--- config.mk ---
export PLATFORM = sky130hd
export DESIGN_NAME = multiport_regfile
export DESIGN_NICKNAME = d
export VERILOG_FILES = /design/src/rtl/multiport_regfile.sv
export SDC_FILE = /design/constraint.sdc
export NUM_CORES = 2
export LEC_CHECK = 0
export CORE_ASPECT_RATIO = 1.4
export CORE_MARGIN = 3
export CORE_UTILIZATION = 40
export DETAILED_ROUTE_END_ITERATION = 16
export HOLD_SLACK_MARGIN = 0.06
export SYNTH_ARGS = -nofsm -noshare
export SYNTH_HDL_FRONTEND = slang
export SYNTH_SLANG_ARGS = --single-unit
--- constraint.sdc ---
create_clock -name clock -period 3.1 [get_ports clock]
set_input_delay 0.31 -clock clock [delete_from_list [all_inputs] [get_ports clock]]
set_output_delay 0.31 -clock clock [all_outputs]
set_load 0.01 [all_outputs]
--- src/rtl/multiport_regfile.sv ---
// multiport_regfile: parametrised dual-write, dual-read register file with write-through reads,
// per-entry valid bits, optional hardwired-zero entry 0 and a saturating write-collision counter.
module multiport_regfile #(
    parameter int WIDTH = 32,
    parameter int DEPTH = 32,
    parameter bit ZERO_REG = 1'b0,
    parameter int CNT_W = 8,
    localparam int AW = $clog2(DEPTH)
) (
    input  logic             clock,
    input  logic             clear,
    input  logic             write1,
    input  logic [WIDTH-1:0] write_data1,
    input  logic [AW-1:0]    write_index1,
    input  logic             write2,
    input  logic [WIDTH-1:0] write_data2,
    input  logic [AW-1:0]    write_index2,
    input  logic [AW-1:0]    read_index1,
    output logic [WIDTH-1:0] read_value1,
    output logic             read_valid1,
    input  logic [AW-1:0]    read_index2,
    output logic [WIDTH-1:0] read_value2,
    output logic             read_valid2,
    output logic [CNT_W-1:0] collision_count
);
    logic [WIDTH-1:0] mem [DEPTH];
    logic [DEPTH-1:0] vld;
    logic ok1, ok2, w1, w2, coll;

    function automatic logic in_range(input logic [AW-1:0] r);
        return {1'b0, r} < (AW+1)'(DEPTH);
    endfunction

    function automatic logic writable(input logic [AW-1:0] r);
        return in_range(r) && !(ZERO_REG && r == '0);
    endfunction

    // {valid, value} of entry r as it stands after this edge's writes
    function automatic logic [WIDTH:0] peek(input logic [AW-1:0] r);
        return !in_range(r) ? '0 :
               (ZERO_REG && r == '0) ? {1'b1, {WIDTH{1'b0}}} :
               (w2 && r == write_index2) ? {1'b1, write_data2} :
               (w1 && r == write_index1) ? {1'b1, write_data1} :
               {vld[r], mem[r]};
    endfunction

    always_comb begin
        ok1 = write1 && writable(write_index1);
        ok2 = write2 && writable(write_index2);
        coll = ok1 && ok2 && write_index1 == write_index2;
        w1 = ok1 && !coll;
        w2 = ok2;
    end

    always_ff @(posedge clock) begin
        if (clear) begin
            for (int i = 0; i < DEPTH; i++) mem[i] <= '0;
            vld <= '0;
            read_value1 <= '0;
            read_value2 <= '0;
            read_valid1 <= ZERO_REG && read_index1 == '0;
            read_valid2 <= ZERO_REG && read_index2 == '0;
            collision_count <= '0;
        end else begin
            if (w1) begin
                mem[write_index1] <= write_data1;
                vld[write_index1] <= 1'b1;
            end
            if (w2) begin
                mem[write_index2] <= write_data2;
                vld[write_index2] <= 1'b1;
            end
            {read_valid1, read_value1} <= peek(read_index1);
            {read_valid2, read_value2} <= peek(read_index2);
            collision_count <= collision_count + CNT_W'(coll && !(&collision_count));
        end
    end
endmodule

==> metrics.txt <==
# TYPE chip_impl_metric gauge
chip_impl_metric{name="yosys.area.top_type_share",unit="%"} 47.91
chip_impl_metric{name="length_of_the_first_detailed_routing_pass_in_iterations",unit=""} 6
chip_impl_info{name="crit_path_cell_trace",value="clkdlybuf4s50_1, buf_12, nor2_4, buf_12, buf_4, a22oi_1, nand2_1, o21ai_0, a211oi_1, o21ai_0"} 1
chip_impl_metric{name="floorplan_core_area",unit="mm2"} 0.1591
chip_impl_metric{name="nNetsFinal",unit=""} 5305
chip_impl_metric{name="detail_route.wirelength",unit="um"} 301500
chip_impl_metric{name="final.period_utilization",unit="%"} 85.91
chip_impl_metric{name="min_cycle_time_layout",unit="ns"} 2.663
chip_impl_metric{name="critical_path_arrival",unit="ns"} 3.32
chip_impl_metric{name="cp_num_buf_inv",unit=""} 4
chip_impl_metric{name="placement_row_count",unit=""} 173
chip_impl_metric{name="die_area",unit="mm2"} 0.1654
chip_impl_metric{name="post_cts.resized_instances",unit=""} 0
chip_impl_metric{name="wire_per_inst",unit="um"} 40.53
chip_impl_metric{name="numClockSinks",unit=""} 1130
chip_impl_metric{name="power.ir.vdd_worst",unit="mV"} 0.5580
chip_impl_metric{name="final-setup-viol-count",unit=""} 0
chip_impl_info{name="synth_top_flop_cell",value="sky130_fd_sc_hd__edfxtp_1"} 1
chip_impl_info{name="synth_area_leader_cell",value="sky130_fd_sc_hd__edfxtp_1"} 1
chip_impl_info{name="layout_commonest_cell",value="sky130_fd_sc_hd__a22o_1"} 1
chip_impl_metric{name="p_per_area",unit="mW/mm2"} 513.2
chip_impl_info{name="critical_path.endpoint_type",value="flip-flop"} 1
chip_impl_metric{name="cts_made_buffers",unit=""} 115
chip_impl_metric{name="drt_first_iter_violations",unit=""} 8112
chip_impl_info{name="yosys-top-cells-area",value="sky130_fd_sc_hd__edfxtp_1 (48%), sky130_fd_sc_hd__a22o_1 (15%), sky130_fd_sc_hd__mux2i_1 (14%)"} 1
chip_impl_metric{name="max_freq",unit="MHz"} 375.5
chip_impl_metric{name="cts_post_setup_buffers_inserted",unit=""} 0
chip_impl_metric{name="cp_max_fanout",unit=""} 21
chip_impl_metric{name="yosysWarnings",unit=""} 0
chip_impl_info{name="ctsRootBufferMaster",value="sky130_fd_sc_hd__clkbuf_16"} 1
chip_impl_metric{name="count_of_max_cap_constraint_violations",unit=""} 0
chip_impl_metric{name="count_of_hold_buffers_inserted_by_post_cts_repair",unit=""} 1
chip_impl_info{name="cp_top_family",value="compound AO/OA/AOI/OAI gates"} 1
chip_impl_metric{name="ant_nets",unit=""} 0
chip_impl_metric{name="drive_above_1_share",unit="%"} 15.70
chip_impl_metric{name="area_growth_synth_to_finish",unit="%"} 16.70
chip_impl_metric{name="initial_utilization",unit="%"} 40.34
chip_impl_metric{name="finalMaxSlewViolations",unit=""} 0
chip_impl_metric{name="yosys_register_bits",unit=""} 1130
chip_impl_metric{name="syn-num-nets",unit=""} 5320
chip_impl_info{name="unrepaired_setup_endpoints_after_global_routing",value="no"} 1
chip_impl_metric{name="slew-limit-headroom",unit="%"} 20.41
chip_impl_metric{name="deepest_clock_path_buffer_count",unit=""} 3
chip_impl_metric{name="port-buffer-count",unit=""} 161
chip_impl_metric{name="antenna_violations_before_repair",unit=""} 15
chip_impl_metric{name="clock_insertion_delay_worst_skew",unit="ns"} 0.78
chip_impl_metric{name="cp_slowest_stage_delay",unit="ns"} 0.86
chip_impl_metric{name="reg2reg_setup_slack",unit="ns"} 0.72
chip_impl_metric{name="die_width",unit="um"} 344.5
chip_impl_info{name="worst-setup-path-type",value="in -> reg"} 1
chip_impl_metric{name="syn_area_per_cell",unit="um2"} 12.27
chip_impl_metric{name="timing_hold_violations_final",unit=""} 0
chip_impl_metric{name="synth.distinct_cells",unit=""} 60
chip_impl_metric{name="gp_congestion",unit=""} 0.9868
chip_impl_info{name="tritoncts_clock_tree",value="built"} 1
chip_impl_metric{name="height_of_the_die",unit="um"} 479.9
chip_impl_metric{name="power.static_leakage",unit="nW"} 27.79
chip_impl_metric{name="fin_skew",unit="ns"} 0.03261
chip_impl_metric{name="htree_num_levels",unit=""} 3
chip_impl_metric{name="vias",unit=""} 54110
chip_impl_metric{name="grt_max_degree",unit=""} 73
chip_impl_metric{name="clk_pin_slew",unit="ns"} 0.06
chip_impl_info{name="critical_path.slowest_cell",value="sky130_fd_sc_hd__o21ai_0"} 1
chip_impl_metric{name="syn_area",unit="mm2"} 0.06418
chip_impl_metric{name="via_count_of_the_first_global_routing_pass",unit=""} 53140
chip_impl_metric{name="grt_pass1_wl",unit="um"} 410400
chip_impl_metric{name="drc",unit=""} 0
chip_impl_info{name="hold_path.class",value="in -> reg"} 1
chip_impl_info{name="run_status",value="completed"} 1
chip_impl_metric{name="globalRouteTotalUtil",unit="%"} 35.45
chip_impl_metric{name="design_power_total",unit="mW"} 38.43
chip_impl_metric{name="worst_pin_slew",unit="ns"} 1.190
chip_impl_metric{name="netlist_instances",unit=""} 5230
chip_impl_metric{name="fin_tns_setup",unit="ns"} 0
chip_impl_metric{name="synth_sequential_area_ratio",unit="%"} 51.22
chip_impl_info{name="final_cell_mix",value="sky130_fd_sc_hd__a22o_1 (1088), sky130_fd_sc_hd__edfxtp_1 (1024), sky130_fd_sc_hd__mux2i_1 (928)"} 1
chip_impl_metric{name="place_hpwl",unit="um"} 187500
chip_impl_metric{name="gr-total-overflow",unit=""} 0
chip_impl_metric{name="boundaryPins",unit=""} 162
chip_impl_metric{name="asyncSetResetFlopFracSynth",unit="%"} 0
chip_impl_metric{name="crit_required",unit="ns"} 3.75
chip_impl_info{name="critical_path.startpoint_type",value="input port"} 1
chip_impl_metric{name="vias_per_cell",unit=""} 7.275
chip_impl_metric{name="edff_count_synth",unit=""} 1024
==> final cells by class <==
class	count	area, um2
fill	14100	84200
multi-input combinational	3329	28480
clock buffer	157	3269
inverter	13	48.80
sequential	1130	32870
timing repair buffer	626	6892
antenna	21	52.55
tap	2100	2628
clock inverter	62	656.9
==> final timing paths <==
path                                startpoint              end  cells after the start
worst max-delay path            read_index2[1]  read_value2[18]                     10
worst min-delay path            write_data2[8]   read_value2[8]                      3
worst max register to register      mem[1][21]  read_value1[21]                      7
worst min register to register         vld[15]          vld[15]                      2
==> kinds of logic after synthesis <==
kind of cell | synth area share, %
buffers and inverters | 5.309
AO/OA/AOI/OAI | 23.18
multiplexers | 16.16
XOR/XNOR | 0.3685
flip-flops | 51.22
adder cells (fa/ha/maj) | 0.03899
AND/OR/NAND/NOR | 3.726
==> Yosys cell counts (all sizes together) (21+ instances only) <==
library cell and count:
mux2i 928, nand3 49, a211oi 70, a31oi 66, a21oi 77, nor3 21, dfxtp 106, a22o 1088
a2111oi 32, o21ai 116, edfxtp 1024, a22oi 194, nor4 33, nor2b 44, clkbuf 424, o2111ai 32
o22ai 129, a221o 35, mux4 48, buf 334, a211o 24, nand2 154, nor2 91
==> power by group <==
part	total, mW	switching (mW)	internal (mW)
clock	14.8	6.48	8.32
sequential	18.1	0.551	17.6
combinational	5.52	3.54	1.98
total	38.4	10.6	27.9
==> routing by layer <==
layer	GRT usage, %	up-vias	wire (um)
met3	8.811	1517	35060
li1	-	21160	-
met5	0	-	43
met1	41.37	26840	101400
met4	31.33	6	31330
met2	53.99	4594	133700
==> sequential cells by signal (all words and copies together), names as in the netlist <==
register and count:
collision_count 8, mem 1024, read_valid1 1, read_valid2 1, read_value1 32, read_value2 32
vld 32
==> metrics by stage <==
stage	instances	setup slack, ns	util (%)	hold WS (ns)	instance area, um2
floorplan	5230	0.3274	-	0.4323	64180
global placement	7197	-0.1579	44.57	0.4456	70910
detailed placement	7197	-0.1816	44.57	0.4565	70910
CTS	7417	0.6135	47.04	0.2286	74840
global route	7419	0.3598	47.04	0.2634	74850
finish	7438	0.4369	47.07	0.2648	74890
==> tightest hold or removal path, delay by kind of cell <==
kind            cells  cell delay (ns)
simple gates        1             0.14
compound gates      1             0.13
buf+inv             1             0.36
No activity file was read; power rests on OpenSTA's default activity.
